File: src/rtl/div_seq_ctrl_if.sv
// Bundle of handshake, step-stage and result signals for the sequential
// 8-bit restoring divider controller.
interface div_seq_ctrl_if;
  logic       start;
  logic [7:0] dividend;
  logic [7:0] divisor;
  logic [6:0] step_a;
  logic [7:0] step_b;
  logic       step_c;
  logic       step_s;
  logic [7:0] step_p;
  logic [7:0] quotient;
  logic [7:0] remainder;
  logic       busy;
  logic       done;
  logic       div_zero;

  // The controller itself: takes requests and step results, drives the rest.
  modport slave (
    input  start, dividend, divisor, step_s, step_p,
    output step_a, step_b, step_c, quotient, remainder, busy, done, div_zero
  );

  // The environment: requester plus the external single-step stage.
  modport master (
    output start, dividend, divisor, step_s, step_p,
    input  step_a, step_b, step_c, quotient, remainder, busy, done, div_zero
  );
endinterface

File: src/rtl/div_seq_ctrl.sv
// Sequential controller for an 8-bit by 8-bit restoring divider. An external
// single-step stage computes one quotient bit per cycle; this block feeds it
// the partial remainder, divisor and next dividend bit, and collects results.
module div_seq_ctrl (
  input  logic                clk,
  input  logic                rst_n,
  div_seq_ctrl_if.slave       bus
);

  typedef enum logic [1:0] {
    IDLE = 2'd0,
    RUN  = 2'd1,
    DONE = 2'd2
  } stateT;

  stateT      r_state;
  stateT      w_nextState;
  logic       w_busy;
  logic       w_done;

  logic [7:0] r_bReg;
  logic [7:0] r_dvdShift;
  logic [7:0] r_rem;
  logic [7:0] r_qShift;
  logic [2:0] r_cnt;
  logic [7:0] r_quotient;
  logic [7:0] r_remainder;
  logic       r_divZero;

  // State register; reset returns to IDLE and aborts any division in flight.
  always_ff @(posedge clk) begin
    if (!rst_n) begin
      r_state <= IDLE;
    end else begin
      r_state <= w_nextState;
    end
  end

  // Next-state and status decode; a zero divisor bypasses RUN entirely.
  always_comb begin
    w_nextState = r_state;
    w_busy      = 1'b0;
    w_done      = 1'b0;
    case (r_state)
      IDLE: begin
        if (bus.start) begin
          w_nextState = (bus.divisor != 8'd0) ? RUN : DONE;
        end
      end
      RUN: begin
        w_busy = 1'b1;
        if (r_cnt == 3'd0) begin
          w_nextState = DONE;
        end
      end
      DONE: begin
        w_done      = 1'b1;
        w_nextState = IDLE;
      end
      default: begin
        w_nextState = IDLE;
      end
    endcase
  end

  // Datapath: operand capture, one restoring step per RUN cycle, result load.
  always_ff @(posedge clk) begin
    if (!rst_n) begin
      r_bReg      <= 8'd0;
      r_dvdShift  <= 8'd0;
      r_rem       <= 8'd0;
      r_qShift    <= 8'd0;
      r_cnt       <= 3'd0;
      r_quotient  <= 8'd0;
      r_remainder <= 8'd0;
      r_divZero   <= 1'b0;
    end else begin
      case (r_state)
        IDLE: begin
          if (bus.start) begin
            if (bus.divisor != 8'd0) begin
              r_bReg     <= bus.divisor;
              r_dvdShift <= bus.dividend;
              r_rem      <= 8'd0;
              r_qShift   <= 8'd0;
              r_cnt      <= 3'd7;
            end else begin
              r_quotient  <= 8'hFF;
              r_remainder <= bus.dividend;
              r_divZero   <= 1'b1;
            end
          end
        end
        RUN: begin
          r_rem      <= bus.step_p;
          r_qShift   <= {r_qShift[6:0], bus.step_s};
          r_dvdShift <= {r_dvdShift[6:0], 1'b0};
          r_cnt      <= r_cnt - 3'd1;
          if (r_cnt == 3'd0) begin
            r_quotient  <= {r_qShift[6:0], bus.step_s};
            r_remainder <= bus.step_p;
            r_divZero   <= 1'b0;
          end
        end
        default: begin
        end
      endcase
    end
  end

  // rem[7] is intentionally dropped: before each shift the partial remainder
  // of an 8-bit division is always below 128.
  assign bus.step_a    = r_rem[6:0];
  assign bus.step_b    = r_bReg;
  assign bus.step_c    = r_dvdShift[7];
  assign bus.quotient  = r_quotient;
  assign bus.remainder = r_remainder;
  assign bus.div_zero  = r_divZero;
  assign bus.busy      = w_busy;
  assign bus.done      = w_done;

endmodule

File: src/flat_wrapper.sv
// flat-port wrapper written by rule: the top's interface ports become plain ports
module div_seq_ctrl_flat 
  (clk, rst_n, bus_start, bus_dividend, bus_divisor, bus_step_s, bus_step_p, bus_step_a, bus_step_b, bus_step_c, bus_quotient, bus_remainder, bus_busy, bus_done, bus_div_zero);
  div_seq_ctrl_if bus_i ();
  input  logic clk;
  input  logic rst_n;
  input wire logic [$bits(bus_i.start)-1:0] bus_start;
  input wire logic [$bits(bus_i.dividend)-1:0] bus_dividend;
  input wire logic [$bits(bus_i.divisor)-1:0] bus_divisor;
  input wire logic [$bits(bus_i.step_s)-1:0] bus_step_s;
  input wire logic [$bits(bus_i.step_p)-1:0] bus_step_p;
  output wire logic [$bits(bus_i.step_a)-1:0] bus_step_a;
  output wire logic [$bits(bus_i.step_b)-1:0] bus_step_b;
  output wire logic [$bits(bus_i.step_c)-1:0] bus_step_c;
  output wire logic [$bits(bus_i.quotient)-1:0] bus_quotient;
  output wire logic [$bits(bus_i.remainder)-1:0] bus_remainder;
  output wire logic [$bits(bus_i.busy)-1:0] bus_busy;
  output wire logic [$bits(bus_i.done)-1:0] bus_done;
  output wire logic [$bits(bus_i.div_zero)-1:0] bus_div_zero;
  assign bus_i.start = bus_start;
  assign bus_i.dividend = bus_dividend;
  assign bus_i.divisor = bus_divisor;
  assign bus_i.step_s = bus_step_s;
  assign bus_i.step_p = bus_step_p;
  assign bus_step_a = bus_i.step_a;
  assign bus_step_b = bus_i.step_b;
  assign bus_step_c = bus_i.step_c;
  assign bus_quotient = bus_i.quotient;
  assign bus_remainder = bus_i.remainder;
  assign bus_busy = bus_i.busy;
  assign bus_done = bus_i.done;
  assign bus_div_zero = bus_i.div_zero;
  div_seq_ctrl u_core (.clk(clk), .rst_n(rst_n), .bus(bus_i));
endmodule
File: config.mk
export PLATFORM = sky130hd
export DESIGN_NAME = div_seq_ctrl_flat
export DESIGN_NICKNAME = d
export VERILOG_FILES = /design/src/rtl/div_seq_ctrl_if.sv /design/src/rtl/div_seq_ctrl.sv /design/src/flat_wrapper.sv
export SDC_FILE = /design/constraint.sdc
export NUM_CORES = 1
export LEC_CHECK = 0
export ABC_AREA = 0
export BUFFER_PORTS_ARGS = -buffer_cell sky130_fd_sc_hd__buf_2
export CELL_PAD_IN_SITES_DETAIL_PLACEMENT = 1
export CELL_PAD_IN_SITES_GLOBAL_PLACEMENT = 1
export CORE_ASPECT_RATIO = 1.2
export CORE_MARGIN = 3
export CORE_UTILIZATION = 38
export CTS_CLUSTER_DIAMETER = 100
export DETAILED_ROUTE_END_ITERATION = 10
export PLACE_DENSITY_LB_ADDON = 0.2
export RECOVER_POWER = 100
export SYNTH_ARGS = -nofsm -noshare
export SYNTH_HDL_FRONTEND = slang
export SYNTH_SLANG_ARGS = --single-unit
File: constraint.sdc
create_clock -name clk -period 2.26 [get_ports clk]
set_input_delay 0 -clock clk [delete_from_list [all_inputs] [get_ports clk]]
set_output_delay 0 -clock clk [all_outputs]
set_load 0.01 [all_outputs]
# == After elaboration in Yosys (flattened, before gate mapping) ==
# Index checks and enable logic that the tools add are counted.
# word_totals
regBits,52
latch_bits,0
ramBits,0
rom_bits,0
memories,0
# op_classes
addsub,1
mul,0
n_div,0
n_lt_le_gt_ge,0
n_eq_ne,6
shift,0
n_mux,28
bitwise,0
n_reduce_logical,8
# ops
operator,count
2-to-1 mux 8 bit,8
case mux 8 bit (2 select lines),3
case mux 7 bit (2 select lines),2
2-to-1 mux 7 bit,2
nonzero test 8 bit,1
2-to-1 mux 2 bit,3
2-to-1 mux 3 bit,2
case mux 3 bit (2 select lines),1
AND reduction 3 bit,2
2-to-1 mux 1 bit,5
inequality test 2 x 1 -> 1 bit (second input constant),2
inequality test 2 bit (second input constant),2
case mux 2 bit (2 select lines),1
AND reduction 4 bit,1
zero test 3 bit,1
subtractor 3 x 1 -> 3 bit (second input constant),1
equality test 2 x 1 -> 1 bit (second input constant),1
equality test 2 bit (second input constant),1
zero test 2 bit,1
case mux 1 bit (2 select lines),1
AND reduction 2 bit,1
nonzero test 2 bit,1

# == Depth between registers and ports, before layout ==
# Gate-level depths: netlist (run 1).
# depth
depth_word,4
ltp_mapped,8
ltp_nobuf,7

# == Worst setup path after synthesis (run 1) ==
# OpenSTA, ideal clock, no wires.
# synth_path
path_kind,register to register
from,reg u_core.r_cnt[0]
to,reg u_core.r_quotient[4] (netlist: u_core.bus.quotient[4])
setup_ps,119
t_arrival_ps,1541
t_required_ps,2141
slack_ps,600
stages_incl_launch_ff,8
synth_period_minus_slack_ps,1660
cell_sequence,dfxtp_1 -> inv_1 -> ha_1 -> ha_1 -> nand3b_1 -> o41ai_4 -> buf_6 -> o221a_1
# synth_between
elab_chain_len,3
# synth_lines
item,line,rtl
start: declaration,div_seq_ctrl.sv:25,logic [2:0] r_cnt;
start signal: assignment,div_seq_ctrl.sv:98,r_cnt <= r_cnt - 3'd1;
zero test 3 bit,div_seq_ctrl.sv:99,if (r_cnt == 3'd0) begin
inequality test 2 x 1 -> 1 bit (no line),-,
AND reduction 4 bit (no line),-,
end signal: assignment,div_seq_ctrl.sv:100,"r_quotient <= {r_qShift[6:0], bus.step_s};"
end: declaration,div_seq_ctrl.sv:26,logic [7:0] r_quotient;
# No other way between the ends.
# A chain may end at the register's enable or synchronous reset.

# == Worst setup path after layout (run 1) ==
# layout_path
from,in bus_divisor[0]
to,reg u_core.r_remainder[2] (netlist: u_core.bus.remainder[2])
# layout_between
elab_chain_len,3
# layout_lines
item,line,rtl
start: declaration,flat_wrapper.sv:9,input wire logic [$bits(bus_i.divisor)-1:0] bus_divisor;
nonzero test 8 bit,div_seq_ctrl.sv:81,if (bus.divisor != 8'd0) begin
inequality test 2 bit (no line),-,
AND reduction 4 bit (no line),-,
end signal: assignment,div_seq_ctrl.sv:89,r_remainder <= bus.dividend;
end signal: assignment,div_seq_ctrl.sv:101,r_remainder <= bus.step_p;
end: declaration,div_seq_ctrl.sv:27,logic [7:0] r_remainder;
# No other way between the ends.

==> impl_metrics.env, run 1 <==
export IMPL_antenna_cells=0
export IMPL_skew_ns=0.008951
export IMPL_hpwl_mm=3.553
export IMPL_track_usage_pct=18.17
export IMPL_critPathKind="primary input to register"
export IMPL_fp_dieW_um=74.00
export IMPL_path_max_fanout=25
export IMPL_ioPinCount=63
export IMPL_fillers=648
export IMPL_antenna_found_initial=0
export IMPL_netlist_top_cells_area="dfxtp_1, nand2_1, a21boi_1"
export IMPL_leakage_nw=1.043
export IMPL_drc=0
export IMPL_reg2reg_depth=4
export IMPL_firstDrtPassIters=4
export IMPL_clockRootBuffer="clkbuf_8"
export IMPL_finalCritPeriodShare_pct=88.57
export IMPL_clock_sinks=52
export IMPL_ys_warn_count=0
export IMPL_synth_cell_types=33
export IMPL_synthSimpleGateAreaFrac_pct=15.31
export IMPL_grt_pass1_wl_mm=9.101
export IMPL_first_global_vias=1949
export IMPL_ant_nets=0
export IMPL_worstMarginPinSlew_ns=0.9000
export IMPL_coreArea_um2=5334
export IMPL_nNetsFinal=331
export IMPL_ys_ff_latch=52
export IMPL_post_drt_wl_per_cell_um=15.20
export IMPL_synth_area_um2=2108
export IMPL_rows=29
export IMPL_synthXorXnorAreaFrac_pct=0
export IMPL_yosysTopAreaCellShare_pct=49.38
export IMPL_totalWireLength_mm=5.531
export IMPL_outcome="finished clean"
export IMPL_maxCapViolCount=0
export IMPL_clkTransAtPathRegs_ns=0.10
export IMPL_max_slew_margin_pct=39.93
export IMPL_cpMaxStageDelayCell="or4_1"
export IMPL_fp_dieH_um=87.60
export IMPL_post_drt_via_cell_ratio=5.223
export IMPL_setup_tns_ns=0
export IMPL_synth_adder_area_share_pct=1.187
export IMPL_htree_levels=2
export IMPL_synth_net_count=250
export IMPL_hold_viol_final=0
export IMPL_die_area_um2=6482
export IMPL_muxShareOfSynthArea_pct=4.273
export IMPL_ys_flop_type="dfxtp_1"
export IMPL_numCtsBuffers=5
export IMPL_place_port_buffers=62
export IMPL_p_per_area_nw_per_um2=704.4
export IMPL_cts_tree="built"
export IMPL_start_util_pct=39.53
export IMPL_path_cells="dlygate4sd3_1 > clkbuf_1 > or4_1 > o41ai_4 > buf_4 > o21ai_0 > a31oi_2"
export IMPL_highest_layer="met4"
export IMPL_hp_class="primary input to register"
export IMPL_synth_largest_area_cell="dfxtp_1"
export IMPL_drive_gt1_share_pct=16.23
export IMPL_startpoint_type="primary input"
export IMPL_multi_input_area_um2=973.4
export IMPL_period_minus_slack_ns=2.002
export IMPL_yosysSeqAreaShare_pct=49.38
export IMPL_max_vdd_ir_drop_uv=274.5
export IMPL_vias=1901
export IMPL_critPathArrivalTime_ns=2.24
export IMPL_final_area_um2=2719
export IMPL_slowest_delay_ns=0.59
export IMPL_wl_met2_mm=2.846
export IMPL_seq_area_um2=1041
export IMPL_wl_met1_mm=2.365
export IMPL_synth_async_reset_ratio_pct=0
export IMPL_whs_path_depth=3
export IMPL_synth_edff_count=0
export IMPL_synth_top_family_by_area="compound AO/OA/AOI/OAI gates"
export IMPL_cts_buffer_depth=2
export IMPL_required_ns=2.50
export IMPL_dr_wl_met3_um=255
export IMPL_gp_congestion=0.6910
export IMPL_synth_compound_area_share_pct=25.40
export IMPL_drtIter0Drc=84
export IMPL_grt_ovfl_total=0
export IMPL_clock_latency_ns=0.31
export IMPL_finalSetupViolations=0
export IMPL_rsz0062_at_grt="false"
export IMPL_place_area_um2=2470
export IMPL_syn_area_per_cell_um2=9.583
export IMPL_grt_max_degree=53
export IMPL_max_freq_mhz=499.6
export IMPL_syn_to_final_growth_pct=28.96
export IMPL_end_kind="register"
export IMPL_drv_slew=0
export IMPL_postCtsSetupBuffers=0
export IMPL_netlist_instances=220
[routing by layer]
layer | GRT usage [%] | up-vias
li1 | - | 944
met1 | 21.12 | 908
met2 | 32.42 | 43
met3 | 4.133 | 6
met4 | 6.096 | 0
met5 | 0 | -
[critical path: cells and delay by family]
kind | cells | cell delay, ns
buf+inv | 3 | 1.01
compound gates | 3 | 0.64
simple gates | 1 | 0.59
[worst paths after layout]
kind	slack [ns]	endpoint	startpoint
hold reg to reg	0.45	u_core.r_dvdShift[0]$_SDFFE_PN0P_	u_core.r_dvdShift[0]$_SDFFE_PN0P_
setup reg to reg	0.48	u_core.bus.remainder[6]$_SDFFE_PN0P_	u_core.r_state[0]$_SDFFE_PN0P_
setup / recovery	0.26	u_core.bus.remainder[2]$_SDFFE_PN0P_	bus_divisor[0]
hold / removal	0.007	u_core.bus.remainder[4]$_SDFFE_PN0P_	bus_dividend[4]
[area by class of cell]
class	count	share of cell area, %
multi-input combinational	148	35.80
tap	62	2.853
timing repair buffer	90	19.05
inverter	4	0.5522
clock inverter	3	0.9204
clock buffer	5	2.531
sequential	52	38.29
[sequential cells by signal (all words and copies together), names as in the netlist]
signal,flops
u_core.bus.quotient,8
u_core.r_cnt,3
u_core.r_rem,7
u_core.r_qShift,7
u_core.r_state,2
u_core.bus.step_b,8
u_core.r_dvdShift,8
u_core.bus.div_zero,1
u_core.bus.remainder,8
[stage by stage]
step / hold slack [ns] / total power [W] / utilization (%) / setup slack [ns] / cells
finish: 0.007470 / 0.001915 / 50.97 / 0.2583 / 364
detailed placement: 0.2652 / 0.001373 / 46.31 / 0.5049 / 335
CTS: 0.0005297 / 0.001962 / 52.01 / 0.2856 / 364
global placement: 0.2606 / 0.001361 / 46.31 / 0.5760 / 335
global route: 0.006617 / 0.002024 / 50.97 / 0.1594 / 364
floorplan: 0.1324 / 0.001244 / - / 0.6001 / 220
[logic make-up after synthesis]
family / Yosys count
AO/OA/AOI/OAI: 70
adder cells (fa/ha/maj): 2
buffers and inverters: 20
flip-flops: 52
multiplexers: 9
AND/OR/NAND/NOR: 67
[power by group]
group          internal [W]  switching (W)  leakage, nW
clock              0.000226       0.000331       0.0452
combinational      0.000143       0.000199        0.573
sequential         0.000981      0.0000348        0.425
total               0.00135       0.000565         1.04
[layout by cell type (no fill, tap or decap), types with 2 or more instances in the layout]
master / instances
o221a_1: 8
a21oi_1: 16
inv_6: 2
nand3_1: 14
nor2b_1: 9
o311a_1: 2
dlygate4sd3_1: 21
nand2b_1: 2
clkbuf_1: 38
a21boi_0: 15
nand2_1: 34
or4_1: 2
a31oi_2: 7
buf_2: 26
inv_1: 4
ha_1: 2
nor4_1: 2
buf_4: 4
dfxtp_1: 52
o21ai_0: 16
clkbuf_8: 5
mux2i_1: 9
[Yosys cell counts (all sizes together) (2+ instances only)]
library cell,number
dfxtp,52
nand2b,2
clkbuf,11
or4,3
nor2b,9
nand3,14
nor4,2
o21ai,16
a31oi,8
ha,2
a21oi,17
o311a,2
buf,5
mux2i,9
a21boi,15
inv,4
nand2,34
o221a,8
[repair_timing]
action | 4_1_cts | 5_1_grt
hold buffers | 21 | 0
gates resized for setup | 0 | 0
endpoints found under the hold margin | 28 | 0
(Power assumes the default switching activity.)
==> inputs of run 2 (changes only) <==
--- a/config.mk
+++ b/config.mk
@@ -14,8 +14,9 @@
 export CORE_UTILIZATION = 38
 export CTS_CLUSTER_DIAMETER = 100
 export DETAILED_ROUTE_END_ITERATION = 10
+export GPL_TIMING_DRIVEN = 1
 export PLACE_DENSITY_LB_ADDON = 0.2
-export RECOVER_POWER = 100
+export RECOVER_POWER = 50
 export SYNTH_ARGS = -nofsm -noshare
 export SYNTH_HDL_FRONTEND = slang
 export SYNTH_SLANG_ARGS = --single-unit
==> impl_metrics.env, run 2 (synthesis results as in run 1) <==
export IMPL_post_route_worst_setup_slack_ns=0.2845
export IMPL_firstDrtPassIters=4
export IMPL_vias=1890
export IMPL_htree_levels=2
export IMPL_ioPinCount=63
export IMPL_place_ws_ns=0.5049
export IMPL_postCtsSetupBuffers=0
export IMPL_post_drt_via_cell_ratio=5.192
export IMPL_syn_to_final_growth_pct=29.02
export IMPL_hp_class="primary input to register"
export IMPL_place_port_buffers=62
export IMPL_max_slew_margin_pct=39.90
export IMPL_critPathArrivalTime_ns=2.22
export IMPL_final_common_cell="dfxtp_1"
export IMPL_antenna_cells=0
export IMPL_grt_pass1_wl_mm=9.101
export IMPL_ant_nets=0
export IMPL_drc=0
export IMPL_maxCapViolCount=0
export IMPL_rows=29
export IMPL_drive_gt1_share_pct=16.56
export IMPL_clkTransAtPathRegs_ns=0.10
export IMPL_cts_tree="built"
export IMPL_layout_common_cells="dfxtp_1, clkbuf_1, nand2_1"
export IMPL_antenna_found_initial=0
export IMPL_leakage_nw=1.055
export IMPL_path_max_fanout=25
export IMPL_cts_resized=0
export IMPL_max_freq_mhz=506.2
export IMPL_place_area_um2=2470
export IMPL_drtIter0Drc=84
export IMPL_hpwl_mm=3.553
export IMPL_finalSetupViolations=0
export IMPL_required_ns=2.50
export IMPL_coreArea_um2=5334
export IMPL_period_minus_slack_ns=1.976
export IMPL_finalCritPeriodShare_pct=87.41
export IMPL_final_area_um2=2720
export IMPL_fp_dieW_um=74.00
export IMPL_numCtsBuffers=5
export IMPL_p_per_area_nw_per_um2=705.0
export IMPL_track_usage_pct=18.17
export IMPL_post_drt_wl_per_cell_um=15.29
export IMPL_worstMarginPinSlew_ns=0.9004
export IMPL_cts_buffer_depth=2
export IMPL_finalPower_w=0.001918
export IMPL_rsz0062_at_grt="false"
export IMPL_grt_ovfl_total=0
export IMPL_grt_max_degree=53
export IMPL_nNetsFinal=331
export IMPL_clock_sinks=52
export IMPL_gp_congestion=0.6910
export IMPL_die_area_um2=6482
export IMPL_startpoint_type="primary input"
export IMPL_clockRootBuffer="clkbuf_8"
export IMPL_outcome="finished clean"
export IMPL_fp_dieH_um=87.60
export IMPL_totalWireLength_mm=5.567
export IMPL_setup_tns_ns=0
export IMPL_end_kind="register"
export IMPL_drv_slew=0
export IMPL_start_util_pct=39.53
export IMPL_clock_latency_ns=0.31
export IMPL_critPathKind="primary input to register"
export IMPL_first_global_vias=1949
export IMPL_skew_ns=0.008229
export IMPL_hold_viol_final=0
export IMPL_max_vdd_ir_drop_uv=275.2
run 2: cell types whose count changed in the layout (fill, tap and decap cells not counted):
cell and delta:
clkbuf_1 -1, o21ai_0 -8, a21boi_0 -15, a21boi_1 +15, o21ai_1 +8, buf_2 +1
run 2: final timing paths:
path	slack, ns	cells past startpoint	end	start
worst max-delay path	0.28	7	u_core.bus.remainder[2]$_SDFFE_PN0P_	bus_divisor[0]
worst min-delay path	0.002	3	u_core.r_rem[6]$_SDFFE_PN0P_	bus_step_p[6]
worst max register to register	0.48	4	u_core.bus.remainder[6]$_SDFFE_PN0P_	u_core.r_state[0]$_SDFFE_PN0P_
worst min register to register	0.45	2	u_core.r_dvdShift[0]$_SDFFE_PN0P_	u_core.r_dvdShift[0]$_SDFFE_PN0P_
run 2: layout make-up:
| type | instances | area (um^2) |
|---|---|---|
| fillers | 647 | 2614 |
| inverters | 4 | 15.01 |
| clock buffers | 5 | 68.82 |
| flip-flops and latches | 52 | 1041 |
| clock inverters | 3 | 25.02 |
| well taps | 62 | 77.57 |
| repair buffers | 90 | 519.2 |
| multi-input cells | 148 | 973.4 |
run 2: what timing repair did:
item	CTS	global route
hold buffers	21	0
hold endpoints to repair	28	0
endpoints found under the setup margin	0	0
run 2: critical path, cell delays in order:
cell	delay [ns]
dlygate4sd3_1	0.54
buf_2	0.14
or4_1	0.58
o41ai_4	0.29
buf_4	0.34
o21ai_1	0.12
a31oi_2	0.19
run 2: metrics by stage:
| step | hold WS, ns | util, % | cells |
|---|---|---|---|
| after CTS | 0.0005297 | 52.01 | 364 |
| after global routing | 0.006018 | 51.00 | 364 |
| after floorplan | 0.1324 | - | 220 |
| after global placement | 0.2606 | 46.31 | 335 |
| after detailed placement | 0.2652 | 46.31 | 335 |
| final | 0.001680 | 51.00 | 364 |
run 2: layer usage:
layer  share of wire, %  up-vias  track usage, %
li1                   -      943               -
met1                 44      897           21.12
met2                 51       45           32.42
met3                4.7        5           4.133
met4                1.2        0           6.096
met5                  0        -               0
run 2: power breakdown:
| group | leakage, nW | internal [W] | switching, W | total, W |
|---|---|---|---|---|
| combinational | 0.584 | 0.000146 | 0.000200 | 0.000345 |
| sequential | 0.425 | 0.000981 | 0.0000353 | 0.00102 |
| clock | 0.0452 | 0.000226 | 0.000330 | 0.000556 |
| total | 1.05 | 0.00135 | 0.000565 | 0.00192 |
